**config.mk**
```make
export PLATFORM = sky130hd
export DESIGN_NAME = sipo_deframer_flat
export DESIGN_NICKNAME = d
export VERILOG_FILES = /design/src/rtl/sipo_deframer_if.sv /design/src/rtl/sipo_deframer.sv /design/src/flat_wrapper.sv
export SDC_FILE = /design/constraint.sdc
export NUM_CORES = 1
export LEC_CHECK = 0
export BUFFER_PORTS_ARGS = -buffer_cell sky130_fd_sc_hd__buf_2
export CORE_AREA = 5 5 42 44
export DETAILED_ROUTE_END_ITERATION = 8
export DIE_AREA = 0 0 47 49
export PLACE_DENSITY = 0.66
export SETUP_SLACK_MARGIN = 0.2
export SLEW_MARGIN = 15
export SYNTH_ARGS = -nofsm -noshare
export SYNTH_HDL_FRONTEND = slang
export SYNTH_SLANG_ARGS = --single-unit
```
**constraint.sdc**
```tcl
create_clock -name clk -period 4.1 [get_ports clk]
set_clock_uncertainty 0.1 [all_clocks]
set_input_delay 0.82 -clock clk [delete_from_list [all_inputs] [get_ports clk]]
set_output_delay 0.82 -clock clk [all_outputs]
set_load 0.02 [all_outputs]
```
**src/rtl/sipo_deframer_if.sv**
```systemverilog
// sipo_deframer_if: serial receive side plus parallel valid/ready output of
// the SIPO deframer, bundled as one interface.
//   master : stream source / word consumer (drives serial_*, clear, out_ready)
//   slave  : the deframer (drives data_out, out_valid, bit_count, overflow,
//            parity_err)
// WIDTH must match the deframer instance it connects to.
interface sipo_deframer_if #(
  parameter int WIDTH = 4
);
  localparam int CW = $clog2(WIDTH + 1);

  logic             serial_in;
  logic             serial_valid;
  logic             clear;
  logic [WIDTH-1:0] data_out;
  logic             out_valid;
  logic             out_ready;
  logic [CW-1:0]    bit_count;
  logic             overflow;
  logic             parity_err;

  modport master (
    output serial_in, serial_valid, clear, out_ready,
    input  data_out, out_valid, bit_count, overflow, parity_err
  );

  modport slave (
    input  serial_in, serial_valid, clear, out_ready,
    output data_out, out_valid, bit_count, overflow, parity_err
  );
endinterface

```
**src/rtl/sipo_deframer.sv**
```systemverilog
// sipo_deframer: serial-in parallel-out receive register. Collects one frame
// of serial bits, then holds the assembled word on a valid/ready output.
// Ports:
//   clk       rising-edge clock
//   rst       synchronous active-high reset
//   bus       sipo_deframer_if.slave: serial_in, serial_valid, clear (inputs),
//             data_out, out_valid, out_ready (handshake), bit_count,
//             overflow (sticky dropped word), parity_err (sticky)
// Parameters: WIDTH (2..32) data bits, MSB_FIRST (1: first bit -> MSB).
// Optional macro SIPO_PARITY_CHECK_EN: frame carries a trailing even-parity
// bit (FRAME = WIDTH+1); otherwise parity_err is tied to 0.
module sipo_deframer #(
  parameter int WIDTH     = 4,
  parameter bit MSB_FIRST = 1'b1
) (
  input  logic           clk,
  input  logic           rst,
  sipo_deframer_if.slave bus
);
  localparam int CW = $clog2(WIDTH + 1);
`ifdef SIPO_PARITY_CHECK_EN
  localparam int FRAME = WIDTH + 1;
`else
  localparam int FRAME = WIDTH;
`endif

  typedef enum logic {EMPTY, FULL} out_state_t;

  out_state_t       r_state, w_state_next;
  logic [WIDTH-1:0] r_shift, w_shift_next, w_word, r_data;
  logic [CW-1:0]    r_bit_count;
  logic             r_overflow;
  logic             w_sample, w_complete, w_load, w_drop;

  // clear discards the bit offered on the same edge
  assign w_sample   = bus.serial_valid && !bus.clear;
  assign w_complete = w_sample && (r_bit_count == CW'(FRAME - 1));

  always_comb begin
    w_shift_next = r_shift;
    if (MSB_FIRST) w_shift_next = {r_shift[WIDTH-2:0], bus.serial_in};
    else           w_shift_next = {bus.serial_in, r_shift[WIDTH-1:1]};
  end

`ifdef SIPO_PARITY_CHECK_EN
  // Last frame bit is parity: data is already complete in r_shift.
  logic r_parity_err;
  logic w_parity_bad;
  assign w_word       = r_shift;
  assign w_parity_bad = ^{r_shift, bus.serial_in};

  always_ff @(posedge clk) begin
    if (rst || bus.clear)               r_parity_err <= 1'b0;
    else if (w_complete && w_parity_bad) r_parity_err <= 1'b1;
  end
  assign bus.parity_err = r_parity_err;
`else
  assign w_word         = w_shift_next;
  assign bus.parity_err = 1'b0;
`endif

  // Output holding register FSM
  always_comb begin
    w_state_next = r_state;
    unique case (r_state)
      EMPTY: if (w_complete) w_state_next = FULL;
      FULL:  if (!w_complete && bus.out_ready) w_state_next = EMPTY;
      default: w_state_next = EMPTY;
    endcase
  end

  // A completed word is accepted unless the pending one is not being consumed
  assign w_load = w_complete && ((r_state == EMPTY) || bus.out_ready);
  assign w_drop = w_complete && (r_state == FULL) && !bus.out_ready;

  always_ff @(posedge clk) begin
    if (rst) begin
      r_state     <= EMPTY;
      r_shift     <= '0;
      r_bit_count <= '0;
      r_data      <= '0;
      r_overflow  <= 1'b0;
    end else begin
      r_state <= w_state_next;
      if (bus.clear) begin
        r_shift     <= '0;
        r_bit_count <= '0;
        r_overflow  <= 1'b0;
      end else if (bus.serial_valid) begin
        if (w_complete) begin
          r_shift     <= '0;
          r_bit_count <= '0;
        end else begin
          r_shift     <= w_shift_next;
          r_bit_count <= r_bit_count + 1'b1;
        end
      end
      if (w_load) r_data     <= w_word;
      if (w_drop) r_overflow <= 1'b1;
    end
  end

  assign bus.data_out  = r_data;
  assign bus.out_valid = (r_state == FULL);
  assign bus.bit_count = r_bit_count;
  assign bus.overflow  = r_overflow;
endmodule

```
**src/flat_wrapper.sv**
```systemverilog
// flat-port wrapper written by rule: the top's interface ports become plain ports
module sipo_deframer_flat 
#(
  parameter int WIDTH     = 4,
  parameter bit MSB_FIRST = 1'b1
)
  (clk, rst, bus_serial_in, bus_serial_valid, bus_clear, bus_out_ready, bus_data_out, bus_out_valid, bus_bit_count, bus_overflow, bus_parity_err);
  sipo_deframer_if #(.WIDTH(WIDTH)) bus_i ();
  input  logic clk;
  input  logic rst;
  input wire logic [$bits(bus_i.serial_in)-1:0] bus_serial_in;
  input wire logic [$bits(bus_i.serial_valid)-1:0] bus_serial_valid;
  input wire logic [$bits(bus_i.clear)-1:0] bus_clear;
  input wire logic [$bits(bus_i.out_ready)-1:0] bus_out_ready;
  output wire logic [$bits(bus_i.data_out)-1:0] bus_data_out;
  output wire logic [$bits(bus_i.out_valid)-1:0] bus_out_valid;
  output wire logic [$bits(bus_i.bit_count)-1:0] bus_bit_count;
  output wire logic [$bits(bus_i.overflow)-1:0] bus_overflow;
  output wire logic [$bits(bus_i.parity_err)-1:0] bus_parity_err;
  assign bus_i.serial_in = bus_serial_in;
  assign bus_i.serial_valid = bus_serial_valid;
  assign bus_i.clear = bus_clear;
  assign bus_i.out_ready = bus_out_ready;
  assign bus_data_out = bus_i.data_out;
  assign bus_out_valid = bus_i.out_valid;
  assign bus_bit_count = bus_i.bit_count;
  assign bus_overflow = bus_i.overflow;
  assign bus_parity_err = bus_i.parity_err;
  sipo_deframer #(.WIDTH(WIDTH), .MSB_FIRST(MSB_FIRST)) u_core (.clk(clk), .rst(rst), .bus(bus_i));
endmodule
```
Word level (Yosys, flattened, before mapping)
Cells that the tools add are included.
Widths: inputs -> output; s select.

word-level totals
  register bits after elaboration = 12
  latch bits = 0
  RAM bits = 0
  bits in read-only memories = 0
  input bits = 6
  output and inout bits = 10
  word-level logic and storage cells = 27
  memories = 0

cells by class
  add/sub/neg operators = 1
  multiply operators = 0
  divide/modulo/power cells = 0
  order comparisons = 0
  equal/unequal tests = 1
  shifts and indexed selects = 0
  multiplexer cells = 7
  bitwise gates (word level) = 1
  reductions and logical operators = 12

operators with widths
  cell                 count
  $logic_and 1x1->1    6
  $mux 3               2
  $mux 1               4
  $add 3x1->3 const B  1
  $eq 3x2->1 const B   1
  $logic_not 1->1      3
  $pmux 1 s2           1
  $reduce_bool 2->1    1
  $reduce_or 2->1      1
  $logic_or 1x1->1     1
  $not 1->1            1

Logic depth before layout (Yosys ltp)
Gate-level depths: netlist of run 1.

  depth after elaboration = 7
  gate-level depth with buffers = 5

Worst setup path before layout of run 1
No wires, ideal clock.

  kind = input -> register
  start point = input bus_clear
  end point = register u_core.r_data[0], in the netlist u_core.bus.data_out[0]
  setup time = 72 ps
  arrival time = 1,882 ps
  setup slack = 2,046 ps
  stages = 5
  path buffers = 2
  cell sequence = buf_6 > or3b_1 > buf_6 > nor3b_4 > mux2i_1

on the way
  longest elaborated chain between the ends = 4

RTL lines
  element               RTL line             source
  start, declared       flat_wrapper.sv:13   input wire logic [$bits(bus_i.clear)-1:0] bus_clear;
  $logic_not 1->1       sipo_deframer.sv:36  assign w_sample = bus.serial_valid && !bus.clear;
  $logic_and 1x1->1     sipo_deframer.sv:36
  $logic_and 1x1->1     sipo_deframer.sv:37  assign w_complete = w_sample && (r_bit_count == CW'(FRAME - 1));
  $logic_and 1x1->1     sipo_deframer.sv:73  assign w_load = w_complete && ((r_state == EMPTY) || bus.out_ready);
  end signal, assigned  sipo_deframer.sv:98  if (w_load) r_data <= w_word;
  end, declared         sipo_deframer.sv:30  logic [WIDTH-1:0] r_shift, w_shift_next, w_word, r_data;

Every way passes these cells.
A chain may end at the register's enable or synchronous reset.

Worst setup path in the final report of run 1
Ends and elaborated chain as after synthesis.

==> impl_metrics.ini, run 1 <==
[yosys]
synthesis.area_sq_um = 553
netlist-cell-type-count = 19
synth_top_area_share_pct = 43.4
synth_seq_cells = 12
syn_area_per_cell_sq_um = 9.54
synth_area_leader_cell = dfxtp_1
synthCells = 58
syn_nets = 65
synth_warnings = 0
seq_area_frac_synth_pct = 43.4
synth.area.top_cells = dfxtp_1, nand2b_1, mux2i_1

[run_status]
status = complete, no violations

[global_routing]
grt_antenna_before_repair = 0
grt_util_met2_pct = 13.6
grt_pass1_vias = 377
busiest_layer = met1
grt_usage_pct = 9.96
grt_first_pass_wirelength_mm = 1.70
grt_max_degree = 16
overflow = 0
met3_usage_pct = 2.58
grt_use_met1_pct = 13.7

[clocking]
cts_tree = built
cts_hold_buf = 0
cts_buffer_depth = 2
cts_buffers = 3
clock_sinks = 12
ctsResizeCount = 0
clock_latency_ps = 270
path_clk_slew_ps = 80
h-tree-depth = 1
root_buffer = clkbuf_4
cts_setup_buffers = 0

[sta]
worst_hold_slack_ps = 364
finalHoldViolations = 0
layout_min_cycle_time_ps = 1910
rsz0062_at_grt = false
post-route-period-util_pct = 46.7
slew_violations = 0
tns_ps = 0
finalSetupViolations = 0
fmax_ghz = 0.523

[setup_path]
cp-start-kind = input port
critPathKind = input port to flop
worst_ep_required_time_ps = 4200
crit_arrival_ps = 2020
worstSetupEndpointType = flop
critPathMaxFanout = 8

[drt]
vias = 430
drt-vias-per-instance = 4.94
wirelength_um = 991
drt_pass1_iterations = 2
drt_iter0_markers = 5
ant_nets = 0
wire_per_inst_um = 11.4
drc = 0

[die]
core_sq_um = 1400
initial_core_util_pct = 39.5
die-height_um = 49
die_area_sq_um = 2300
io_pins = 16
fp.dieW_um = 47
num_rows = 14

[finish]
fill_cells = 148
utilization_pct = 45.8
antenna_cells = 0
regArea_sq_um = 240
fin_nets = 79
layout-drive-gt1-share_pct = 26.8
final_cell_mix = buf_2, dfxtp_1, nand2b_1
final_common_cell = buf_2
multi_input_area_sq_um = 275
synthToLayoutAreaGrowth_pct = 16.1

[place]
place.port_buffers = 14
gp_congestion = 0.715
dp_hpwl_um = 722

[power]
peakVddDrop_mv = 0.231
p_leak_uw = 0.000260
power_density_nw_per_um2 = 354

[worst_hold_path]
hold_class = flop to flop

[run]
drv_cap = 0
report_power, final:
part           internal (uW)  switching, uW  leakage, uW  total [uW]
combinational           6.02           8.53     0.000142        14.5
sequential               117          0.912    0.0000969         118
clock                   54.0           40.3    0.0000210        94.3
total                    177           49.7     0.000260         227
sequential cells by signal, summed over array words and instances, names as in the netlist:
name                  cells
u_core.bus.overflow       1
u_core.bus.data_out       4
u_core.bus.out_valid      1
u_core.r_shift            3
u_core.bus.bit_count      3
cell families (layout without fill, tap and decap cells):
group	after synthesis	in the layout	synth area share, %
AND/OR/NAND/NOR	27	27	30.8
flip-flops	12	12	43.4
AO/OA/AOI/OAI	8	8	8.82
buffers and inverters	5	18	6.79
multiplexers	4	4	7.24
adder cells (fa/ha/maj)	1	1	2.26
other	1	1	0.678
cells in the mapped netlist (all sizes together):
library cell  number
dfxtp             12
nand2b            10
a31oi              5
nor2b              5
mux2i              4
nor3               4
buf                3
nor2               3
a21oi              2
clkbuf             2
a21boi             1
conb               1
ha                 1
nand2              1
nand3b             1
nand4              1
nor3b              1
or3b               1
per-layer routing:
metal	vias to the layer above	share of wire (%)	wire length (um)
li1	223	-	-
met1	194	48	472
met2	11	45	441
met3	2	5.7	56
met4	0	2.0	20
met5	-	0	0
metrics by stage:
| step | total power, uW | cells | instance area [sq um] | setup slack [ps] |
|---|---|---|---|---|
| 2_1_floorplan | 132 | 58 | 553 | 2050 |
| 3_3_place_gp | 135 | 83 | 606 | 1920 |
| 3_5_place_dp | 135 | 83 | 606 | 1910 |
| 4_1_cts | 230 | 87 | 642 | 2200 |
| 5_1_grt | 240 | 87 | 642 | 2130 |
| 6_report | 227 | 87 | 642 | 2190 |
layout make-up:
cell class                      count  share of cell area [%]
Tap cell                           16                    3.12
Timing Repair Buffer               14                    10.9
Multi-Input combinational cell     41                    42.9
Clock buffer                        4                    5.65
Sequential cell                    12                    37.4
worst max-delay path, cell delays in order:
cell	delay [ps]
buf_2	140
or3b_1	480
nor3b_4	340
mux2i_1	230
worst paths after layout:
| check | start | to | slack (ps) | cells after the start |
|---|---|---|---|---|
| min | u_core.bus.bit_count[2] | u_core.bus.bit_count[2] | 360 | 2 |
| max | bus_clear | u_core.bus.data_out[0] | 2190 | 4 |
| max reg2reg | u_core.bus.bit_count[0] | u_core.bus.data_out[0] | 2250 | 4 |
| min reg2reg | u_core.bus.bit_count[2] | u_core.bus.bit_count[2] | 360 | 2 |
Note: power is estimated with default switching activity, not from simulation.
==> run 2: changes to the inputs <==
- clock period: 4.1 -> 1.8 ns (I/O delays scaled with it)
==> run 2 against run 1 <==
- utilization increased by 3.7 points
- first-iteration DRC count increased by 20%
- power increased by 130%
- non-clock buffer count increased by 4
- wire length increased by 9.0%
- via count increased by 4.4%
- largest cell class unchanged
- highest routed layer unchanged
==> impl_metrics.ini, run 2 (synthesis gave the netlist of run 1 again) <==
[finish]
fill_cells = 145
antenna_cells = 0
largest_register_ffs = 4
multi_input_area_sq_um = 290
final_common_cell = buf_2
layout-drive-gt1-share_pct = 36.0
utilization_pct = 49.6
final_cell_mix = buf_2, nand2b_1, dfxtp_1
synthToLayoutAreaGrowth_pct = 25.6
postLayoutCellArea_sq_um = 694
fin_cells = 91
fin_nets = 83
regArea_sq_um = 248

[place]
placed_cells = 84
placed_area_sq_um = 633
dp_hpwl_um = 771
place.port_buffers = 14
gp_congestion = 0.676

[drt]
wire_per_inst_um = 11.9
drt_iter0_markers = 6
drt_pass1_iterations = 3
drt-vias-per-instance = 4.93
ant_nets = 0
vias = 449
wirelength_mm = 1.08
drc = 0

[sta]
tns_ps = 0
rsz0062_at_grt = true
slew_violations = 0
fmax_ghz = 0.629
finalSetupViolations = 0
post-route-period-util_pct = 88.3
finalHoldViolations = 0
layout_min_cycle_time_ps = 1590

[setup_path]
cpPeakStageDelay_ps = 390
cpMaxStageDelayCell = or3b_4
crit_arrival_ps = 1690
worst_ep_required_time_ps = 1900
critPathMaxFanout = 4
critPathKind = flop to flop
worstSetupEndpointType = flop
cp_cell_sequence = ha_4 -> or3b_4 -> nor3b_4 -> mux2i_1
cp-start-kind = flop

[global_routing]
grt_first_pass_wirelength_mm = 1.88
grt_usage_pct = 11.7
overflow = 0
grt_pass1_vias = 434
grt_antenna_before_repair = 0
grt_max_degree = 16

[clocking]
clock_sinks = 12
cts_buffers = 3
cts_buffer_depth = 2
clock_latency_ps = 270
h-tree-depth = 1
cts_hold_buf = 0
cts_tree = built
path_clk_slew_ps = 80
root_buffer = clkbuf_4

[worst_hold_path]
hold_class = input port to flop

[power]
p_leak_uw = 0.000282
peakVddDrop_mv = 0.341
power_density_nw_per_um2 = 747

[run_status]
status = complete, no violations

[die]
die-height_um = 49
fp.dieW_um = 47
initial_core_util_pct = 39.5
num_rows = 14
die_area_sq_um = 2300
core_sq_um = 1400
io_pins = 16

[run]
drv_cap = 0
-- run 2: power by group --
| part | total (uW) | switching [uW] | internal (uW) |
|---|---|---|---|
| registers | 268 | 2.10 | 265 |
| clock network | 216 | 92.9 | 123 |
| logic | 35.6 | 19.9 | 15.7 |
-- run 2: worst max-delay path, delay by kind of cell, from the launching register on --
kind	cells	cell delay, ps
adder cells (fa/ha/maj)	1	120
AND/OR/NAND/NOR	2	690
flip-flops	1	360
multiplexers	1	230
-- run 2: path summary, 6_finish.rpt --
path / from / endpoint / slack, ps / depth (start not counted)
worst min register to register: u_core.bus.data_out[0] / u_core.bus.data_out[0] / 380 / 2
worst min-delay path: bus_clear / u_core.bus.bit_count[1] / 240 / 2
worst max register to register: u_core.bus.bit_count[0] / u_core.bus.data_out[1] / 210 / 4
worst max-delay path: u_core.bus.bit_count[0] / u_core.bus.data_out[1] / 210 / 4
-- run 2: cell type report --
class                   instances  share of cell area (%)
multi-input cells              41                    41.8
flip-flops and latches         12                    35.7
well taps                      16                    2.88
clock buffers                   4                    5.23
repair buffers                 18                    14.4
-- run 2: layer usage --
layer / wire length (um) / track usage (%)
met1: 474 / 13.3
met2: 502 / 16.7
met3: 53 / 2.58
met4: 49 / 11.1
met5: 0 / 0
-- run 2: through the flow --
stage	setup WS, ps	hold slack [ps]	power (uW)
2_1_floorplan	139	347	300
3_3_place_gp	149	359	307
3_5_place_dp	117	360	307
4_1_cts	209	235	532
5_1_grt	125	247	550
6_report	211	241	519
-- run 2: repair_timing --
action                                  4_1_cts  5_1_grt
setup buffers                                 3        0
pin swaps                                     2        0
gates resized for setup                       1        0
endpoints found under the setup margin        4        4
gates cloned                                  0        0
